`config.mk`:
```
export PLATFORM = sky130hd
export DESIGN_NAME = dmem_arbiter
export DESIGN_NICKNAME = d
export VERILOG_FILES = /design/src/rtl/dmem_arbiter.sv
export SDC_FILE = /design/constraint.sdc
export NUM_CORES = 1
export LEC_CHECK = 0
export CORE_MARGIN = 3
export CORE_UTILIZATION = 32
export DETAILED_ROUTE_END_ITERATION = 8
export GPL_TIMING_DRIVEN = 0
export HOLD_SLACK_MARGIN = 0.12
export PLACE_DENSITY = 0.78
export SLEW_MARGIN = 20
export SYNTH_ARGS = -nofsm -noshare
export SYNTH_HDL_FRONTEND = slang
export SYNTH_SLANG_ARGS = --single-unit
```
`constraint.sdc`:
```
create_clock -name clk -period 1.31 [get_ports clk]
set_clock_uncertainty 0.05 [all_clocks]
set_input_delay 0.262 -clock clk [delete_from_list [all_inputs] [get_ports clk]]
set_output_delay 0.262 -clock clk [all_outputs]
set_load 0.01 [all_outputs]
```
`src/rtl/dmem_arbiter.sv`:
```
// Arbitrates the single-port data memory between the MEM stage (p0, priority) and a loader (p1),
// with a starvation guard for p1, and steers each read response back to its owner after RD_LAT cycles.
module dmem_arbiter #(
  parameter int AW         = 9,
  parameter int DW         = 32,
  parameter int RD_LAT     = 1,
  parameter int STARVE_MAX = 4
) (
  input  logic          clk,
  input  logic          rst_n,
  input  logic          p0_req,
  input  logic          p0_wr,
  input  logic [AW-1:0] p0_addr,
  input  logic [DW-1:0] p0_wdata,
  input  logic [2:0]    p0_funct3,
  output logic          p0_gnt,
  output logic          p0_rvalid,
  input  logic          p1_req,
  input  logic          p1_wr,
  input  logic [AW-1:0] p1_addr,
  input  logic [DW-1:0] p1_wdata,
  input  logic [2:0]    p1_funct3,
  output logic          p1_gnt,
  output logic          p1_rvalid,
  output logic [DW-1:0] rdata,
  output logic          pipe_stall,
  output logic          mem_wr,
  output logic [AW-1:0] mem_addr,
  output logic [DW-1:0] mem_wdata,
  output logic [2:0]    mem_funct3,
  input  logic [DW-1:0] mem_rdata
);

  localparam int CW = $clog2(STARVE_MAX + 1);
  localparam logic [CW-1:0] SMAX = CW'(STARVE_MAX);

  typedef enum logic {NORMAL, FORCE} state_t;

  state_t        state, state_nxt;
  logic [CW-1:0] cnt, cnt_nxt;
  logic [RD_LAT-1:0] pipe_vld, pipe_own;  // own: 1 = p1
  logic [AW-1:0] addr_q;
  logic [DW-1:0] wdata_q;
  logic [2:0]    funct3_q;
  logic          issue_rd;
  logic          p0_wait;

  // Grants are gated by rst_n so every output is quiet the moment reset asserts.
  always_comb begin
    p0_gnt    = 1'b0;
    p1_gnt    = 1'b0;
    state_nxt = NORMAL;
    cnt_nxt   = '0;
    if (rst_n) begin
      if (state == FORCE && p1_req) p1_gnt = 1'b1;
      else if (p0_req)              p0_gnt = 1'b1;
      else                          p1_gnt = p1_req;
    end
    // Entering FORCE on the same edge the count hits the limit gives p1 its grant
    // in the cycle right after the STARVE_MAX-th denial.
    if (state == NORMAL && p1_req && !p1_gnt) begin
      cnt_nxt = (cnt == SMAX) ? cnt : cnt + CW'(1);
      if (cnt_nxt == SMAX) state_nxt = FORCE;
    end
  end

  always_comb begin
    mem_addr   = addr_q;
    mem_wdata  = wdata_q;
    mem_funct3 = funct3_q;
    mem_wr     = 1'b0;
    if (p1_gnt) begin
      mem_addr   = p1_addr;
      mem_wdata  = p1_wdata;
      mem_funct3 = p1_funct3;
      mem_wr     = p1_wr;
    end else if (p0_gnt) begin
      mem_addr   = p0_addr;
      mem_wdata  = p0_wdata;
      mem_funct3 = p0_funct3;
      mem_wr     = p0_wr;
    end
  end

  assign issue_rd = (p0_gnt & ~p0_wr) | (p1_gnt & ~p1_wr);

  // The last stage is the return cycle itself, so it does not count as waiting.
  always_comb begin
    p0_wait = 1'b0;
    for (int i = 0; i < RD_LAT - 1; i++)
      p0_wait = p0_wait | (pipe_vld[i] & ~pipe_own[i]);
  end

  assign p0_rvalid  = pipe_vld[RD_LAT-1] & ~pipe_own[RD_LAT-1];
  assign p1_rvalid  = pipe_vld[RD_LAT-1] & pipe_own[RD_LAT-1];
  assign rdata      = (p0_rvalid | p1_rvalid) ? mem_rdata : '0;
  assign pipe_stall = rst_n & ((p0_req & ~p0_gnt) | p0_wait);

  always_ff @(posedge clk or negedge rst_n) begin
    if (!rst_n) begin
      state    <= NORMAL;
      cnt      <= '0;
      pipe_vld <= '0;
      pipe_own <= '0;
      addr_q   <= '0;
      wdata_q  <= '0;
      funct3_q <= '0;
    end else begin
      state       <= state_nxt;
      cnt         <= cnt_nxt;
      pipe_vld[0] <= issue_rd;
      pipe_own[0] <= p1_gnt;
      for (int i = 1; i < RD_LAT; i++) begin
        pipe_vld[i] <= pipe_vld[i-1];
        pipe_own[i] <= pipe_own[i-1];
      end
      if (p0_gnt | p1_gnt) begin
        addr_q   <= mem_addr;
        wdata_q  <= mem_wdata;
        funct3_q <= mem_funct3;
      end
    end
  end

endmodule
```
* Word level (Yosys, flattened, before mapping)
Cells that the tools add are included.
Widths: inputs -> output; s select.
** Operators by class
- Equal/unequal tests :: 2
- $mul :: 0
- Bitwise gates (word level) :: 14
- Shift operators :: 0
- Multiplexer cells :: 19
- $add $sub $neg :: 1
- Div/mod/pow operators :: 0
- Magnitude comparators :: 0
- Reduce and logical (&&, ||, !) cells :: 4
** Operators by type and width (count)
- $mux 32 :: 3
- $mux 9 :: 2
- $mux 3 :: 4
- $mux 1 :: 10
- $and 1x1->1 :: 6
- $eq 3x3->1 const B :: 2
- $not 1->1 :: 5
- $add 3x1->3 const B :: 1
- $logic_and 1x1->1 :: 3
- $or 1x1->1 :: 3
- $logic_not 1->1 :: 1
** Word-level totals
- Bits in read-only memories :: 0
- Bits in latches :: 0
- Flip-flop bits (word level) :: 50
- Bits in writable memories :: 0
- Logic and storage cells :: 47
- Memories kept :: 0

* Longest topological paths before layout
Gate-level depths: netlist (run 1).
- Depth in word-level cells :: 6
- Mapped depth :: 5

* Least setup slack after synthesis (run 1)
No wires, ideal clock.
- Path kind :: register to output
- From :: register state
- To :: output port mem_addr[0]
- Stages on the path, launching flop included :: 5
- Buffers on the path :: 1
- Setup slack :: -0.147 ns
- Data required time :: 0.998 ns
- Arrival :: 1.145 ns
- Cell sequence :: dfrtp_1 -> inv_1 -> a21oi_2 -> buf_2 -> a221o_1
** Between the ends
- Elaborated cells on any way between the ends :: 7
- Classes of those cells :: mux: 6; reduce/logical: 1
** RTL lines
- start: declaration :: line 39 : state_t state, state_nxt;
- start signal: assignment :: line 109 : state <= state_nxt;
- $logic_and 1x1->1 :: line 55 : if (state == FORCE && p1_req) p1_gnt = 1'b1;
- $mux 1 :: line 55
- $mux 1 :: line 54 : if (rst_n) begin
- net p1_gnt :: line 23 : output logic p1_gnt,
- $mux 9 :: line 72 : if (p1_gnt) begin
- end: declaration :: line 28 : output logic [AW-1:0] mem_addr,
The timed path passes the listed nets, and every way through them passes these cells.

* Worst setup path in the final report (run 1)
- From :: register state
- To :: output port mem_wdata[27]
** Between the ends
- Word-level cells in the longest chain between the ends :: 5
- Elaborated cells on any way between the ends :: 7
- Classes of those cells :: mux: 6; reduce/logical: 1
** Ends and longest elaborated chain
- $logic_and 1x1->1 * :: line 55
- $mux 1 :: line 55
- $mux 1 :: line 54
- $mux 32 :: line 77 : end else if (p0_gnt) begin
- $mux 32 * :: line 72
- end: declaration :: line 29 : output logic [DW-1:0] mem_wdata,
Every way passes the cells marked *; elsewhere a longest branch is shown, timed or not.

==> impl_metrics.yaml, run 1 <==
run_status:
  status: "finished with violations"
  violations: "negative setup slack"
timing:
  finalMaxSlewViolations: 0
  finalSetupTns_ns: -48.67
  setup-violations-final: 126
  worst_slack_ns: -0.694
  worst_pin_slew_ns: 0.345
  hold_violations: 0
  fin_crit_ns: 2.00
  fin_crit_sh_pct: 153
  max_freq_mhz: 499
  grt_setup_unrepaired: "true"
  slew_headroom_pct: 76.9
pwr:
  ir_drop_mv: 0.512
  finalPower_mw: 4.74
  p_leak_nw: 2.70
  power_density_nw_per_um2: 790
floorplan:
  die-area_um2: 10300
  io_pins: 208
  rows: 34
  core_um2: 8810
  start_util_pct: 33.1
  fp.dieH_um: 101
  fp.dieW_um: 101
setup_path:
  required_ns: 1.00
  cp_max_fo: 6
  worstSetupPathType: "reg -> out"
  reg2reg_slack_ns: -0.43
  reg2reg_depth: 8
  r2r_end: "wdata_q[30]"
  arrival_ns: 1.69
  end_kind: "primary output"
  reg2reg_from: "state"
  crit_path_start_kind: "register"
  setup.worst_path.end: "mem_wdata[27]"
  startpoint: "state"
finish:
  area_delta_synth_final_pct: 106
  diodes: 0
  nets: 659
  n_fill_cell: 649
  layout-drive-gt1-share_pct: 38.3
placement:
  io_buffers: 207
  dp_hpwl_mm: 8.82
  place.gp.congestion: 0.773
drt:
  routedWlPerCell_um: 20.9
  routed_wl_mm: 13.4
  initialDrtViolationCount: 207
  ant_nets: 0
  drc: 0
  vias: 3542
  viasPerCell: 5.53
  firstDrtPassIters: 5
flow_run:
  maxCapViolations: 0
synthesis:
  yosysMostFrequentCell: "a221o_1"
  postSynthAreaPerCell_um2: 10.7
  synth_area_leaders: "dfrtp_1 43%, a221o_1 30%, and2_1 17%"
  synth_xor_area_share_pct: 0.300
  synth-edff-count: 0
  synth-seq-cells: 50
  syn_inst: 273
  synth_common_cells: "88 x a221o_1, 77 x and2_1, 50 x dfrtp_1"
  synth_compound_area_share_pct: 32.3
  syn_nets: 401
  synth_ff_type: "dfrtp_1"
  yosysSeqAreaShare_pct: 42.9
  yosysWarnings: 0
  ys_types: 20
  synth_fa_ha_area_share_pct: 0.858
  synthSimpleGateAreaFrac_pct: 18.7
  yosysTopAreaCell: "dfrtp_1"
  synthArstFlopShare_pct: 100
  synth_top_area_share_pct: 42.9
  muxShareOfSynthArea_pct: 0
  synth_area_um2: 2920
  synth_top_family_by_area: "compound AO/OA/AOI/OAI gates"
clock_network:
  cts_tree: "done"
  cts_made_buffers: 5
  clock_tree.root_cell: "clkbuf_8"
  cts.sinks: 50
  cts.htree.levels: 2
  cts.clk_slew.worst_paths_ns: 0.10
  insertion_delay_ns: 0.30
  clk_path_buf_depth: 2
grt:
  grt_usage_pct: 22.6
  grt_pass1_wl_mm: 18.3
  grt_overflow_total: 0
  antenna_found_initial: 0
  grt_max_degree: 28
  grt_pass1_vias: 3526
worst_hold_path:
  hold_path_class: "in -> reg"
  min-delay-start: "rst_n"
[repair_timing]
action,CTS,global route
hold buffers,3,0
cloned,6,5
hold endpoints to repair,50,0
buffers inserted,25,14
setup endpoints to repair,129,127
pin swaps,15,28
resized for setup,461,67
[layout make-up]
type / instances / area (um^2) / share of cell area, %
buffer: 21 / 226 / 3.77
clock buffer: 5 / 68.8 / 1.15
clock inverter: 3 / 26.3 / 0.438
inverter: 8 / 30.0 / 0.500
multi-input combinational: 190 / 1660 / 27.7
sequential: 50 / 1250 / 20.9
tap: 108 / 135 / 2.25
timing repair buffer: 255 / 2600 / 43.3
[per-stage QoR]
stage               instances  worst slack, ns  utilization (%)  area (um^2)  hold WS [ns]
floorplan                 273          -0.0838                -         2940       -0.0836
global placement          588            -3.32             58.4         5140         0.516
detailed placement        588            -1.59             58.4         5140         0.292
finish                    640           -0.694             68.2         6000         0.390
CTS                       630           -0.649             63.9         5630         0.386
global route              640           -0.768             68.2         6000         0.443
[state kept, by name, indices dropped and copies added, names as in the netlist]
register,flops
addr_q,9
pipe_vld,1
pipe_own,1
state,1
cnt,3
funct3_q,3
wdata_q,32
[how the worst min path moves through the flow]
stage / to / slack [ns] / cells past startpoint
final: cnt[1] / 0.39 / 4
after global routing: cnt[1] / 0.44 / 4
after CTS: cnt[0] / 0.39 / 4
after detailed placement: wdata_q[12] / 0.29 / 1
after global placement: wdata_q[19] / 0.52 / 2
after floorplan: addr_q[0] / -0.08 / 0
[critical path, stage by stage (launching register included)]
cell and delay (ns):
dfrtp_1 0.42, inv_2 0.10, a21oi_4 0.09, buf_6 0.15, buf_8 0.13, a221o_1 0.34
buf_2 0.15
[per-layer routing]
metal	vias to the layer above	track usage (%)	share of wire [%]
met5	-	0	0
met4	0	4.70	1.6
met3	20	4.41	7.3
met2	170	42.7	54
met1	1750	26.2	38
li1	1602	-	-
[power breakdown]
group	internal, mW	switching (mW)	leakage, nW
combinational	1.19	0.798	2.03
clock	0.395	0.583	0.0491
sequential	1.72	0.0542	0.621
total	3.31	1.43	2.70
[placed cells by master, fill, tap and decap left out, types with 9 or more instances in the layout]
cell type / instances
and2_4: 32
buf_4: 9
buf_6: 78
buf_2: 39
buf_8: 11
dfrtp_1: 48
a221o_1: 88
and2_1: 45
clkdlybuf4s50_1: 122
[cell families (layout without fill, tap and decap cells)]
logic type,Yosys count,count (layout)
compound gates,96,96
xor+xnor,1,1
fa+ha+maj,2,2
buf+inv,33,292
flops,50,50
simple gates,91,91
(Power assumes the default switching activity.)
==> inputs of run 2 (changes only) <==
Settings changed: TNS_END_PERCENT set to 5.
==> impl_metrics.yaml, run 2 (synthesized netlist as in run 1, its figures left out) <==
floorplan:
  core_um2: 8810
  fp.dieH_um: 101
  die-area_um2: 10300
  fp.dieW_um: 101
  rows: 34
  start_util_pct: 33.1
  io_pins: 208
clock_network:
  clk_path_buf_depth: 2
  cts_made_buffers: 5
  cts.sinks: 50
  insertion_delay_ns: 0.29
  clock_tree.root_cell: "clkbuf_8"
  cts.clk_slew.worst_paths_ns: 0.09
  cts_tree: "done"
  cts.htree.levels: 2
timing:
  max_freq_mhz: 518
  fin_crit_ns: 1.93
  worst_slack_ns: -0.622
  slew_headroom_pct: 74.4
  finalMaxSlewViolations: 0
  fin_crit_sh_pct: 147
  grt_setup_unrepaired: "true"
  fin_hold_ws_ns: 0.410
  setup-violations-final: 127
  hold_violations: 0
  worst_pin_slew_ns: 0.382
finish:
  fin_cells: 619
  seqCellArea_um2: 1250
  area_delta_synth_final_pct: 86.3
  layout-drive-gt1-share_pct: 29.7
  top_register: "wdata_q"
  reg_top3: "wdata_q x32, addr_q x9"
  nets: 638
  stdcell_area_um2: 5430
  diodes: 0
  largest_register_ffs: 32
  final_cell_mix: "122 x clkdlybuf4s50_1, 88 x a221o_1, 70 x and2_1"
  n_fill_cell: 761
  final_common_cell: "clkdlybuf4s50_1"
  multiInputGateArea_um2: 1570
setup_path:
  crit_path_start_kind: "register"
  cp_max_fo: 11
  end_kind: "primary output"
  arrival_ns: 1.62
  required_ns: 1.00
  reg2reg_slack_ns: -0.28
  worstSetupPathType: "reg -> out"
pwr:
  power_density_nw_per_um2: 844
  pwr-share-clk_pct: 23.4
  power.switching_mw: 1.28
  p_int_mw: 3.31
  ir_drop_mv: 0.497
  p_seq_share_pct: 38.6
  netSwitchingFraction_pct: 27.9
  p_leak_nw: 2.48
  comb_power_share_pct: 38.1
drt:
  routedWlPerCell_um: 20.0
  routed_wl_mm: 12.4
  viasPerCell: 5.42
  initialDrtViolationCount: 126
  ant_nets: 0
  firstDrtPassIters: 4
  vias: 3353
  drc: 0
placement:
  placed_cell_area_um2: 5140
  io_buffers: 207
  dp.cells: 588
  place.gp.congestion: 0.846
  dp_hpwl_mm: 9.27
flow_run:
  maxCapViolations: 0
grt:
  grt_pass1_vias: 3358
  grt_usage_pct: 22.2
  grt_overflow_total: 0
  antenna_found_initial: 0
  grt_pass1_wl_mm: 17.8
  grt_max_degree: 55
run_status:
  violations: "negative setup slack"
  status: "finished with violations"
worst_hold_path:
  hold_path_class: "in -> async"
[run 2: changes by cell type in the layout (fill, tap and decap cells not counted), moves of 2 or more]
cell / before / now
clkbuf_16: 5 / 2
ha_4: 2 / 0
and2_1: 45 / 70
inv_2: 3 / 1
inv_6: 2 / 0
ha_1: 0 / 2
clkbuf_8: 5 / 8
inv_1: 5 / 7
buf_2: 39 / 68
buf_8: 11 / 5
buf_6: 78 / 33
and2_4: 32 / 7
[run 2: critical path, cell delays in order (launching register included)]
cell and delay, ns:
dfrtp_1 0.41, inv_2 0.09, a21oi_4 0.07, buf_4 0.14
buf_6 0.13, a221o_1 0.33, buf_2 0.15
[run 2: path summary, 6_finish.rpt]
check                            start       endpoint  cells past startpoint
max                              state  mem_wdata[27]                      6
min                              rst_n    wdata_q[25]                      2
max reg2reg                      state     wdata_q[9]                      7
min reg2reg                wdata_q[10]    wdata_q[10]                      2
max in group asynchronous        rst_n         cnt[0]                      3
min in group clk                 rst_n         cnt[0]                      4
[run 2: power groups by stage]
stage          clock network [mW]  logic (mW)  registers (mW)
2_1_floorplan                   0       0.740            1.78
3_3_place_gp                    0        1.74            1.79
3_5_place_dp                    0        1.77            1.80
4_1_cts                      1.11        1.71            1.77
5_1_grt                      1.17        1.87            1.79
6_report                     1.07        1.75            1.77
[run 2: per-stage QoR]
step	setup slack, ns	utilization [%]	TNS, ns	total power, mW
after floorplan	-0.0838	-	-3.56	2.52
after global placement	-3.40	58.4	-387.82	3.53
after detailed placement	-1.60	58.4	-123.85	3.57
after CTS	-0.656	60.3	-42.23	4.59
after global routing	-0.673	61.7	-47.94	4.83
final	-0.622	61.7	-42.19	4.59
[run 2: area by class of cell]
type,count,area share [%]
timing repair buffer,230,38.1
multi-input combinational,190,28.9
sequential,50,23.1
buffer,25,4.91
tap,108,2.49
clock buffer,6,1.34
clock inverter,2,0.691
inverter,8,0.553
[run 2: metal layers]
layer / vias to the layer above / wire length, um / GRT usage (%)
met3: 16 / 847 / 4.55
met4: 0 / 255 / 6.03
li1: 1558 / - / -
met5: - / 0 / 0
met1: 1628 / 4600 / 25.0
met2: 151 / 6690 / 42.2
[run 2: repair_timing]
action	in CTS	in global routing
endpoints found under the setup margin	129	127
cloned	1	2
endpoints found under the hold margin	50	50
pin swaps	33	7
resized for setup	411	7
setup buffers	15	3
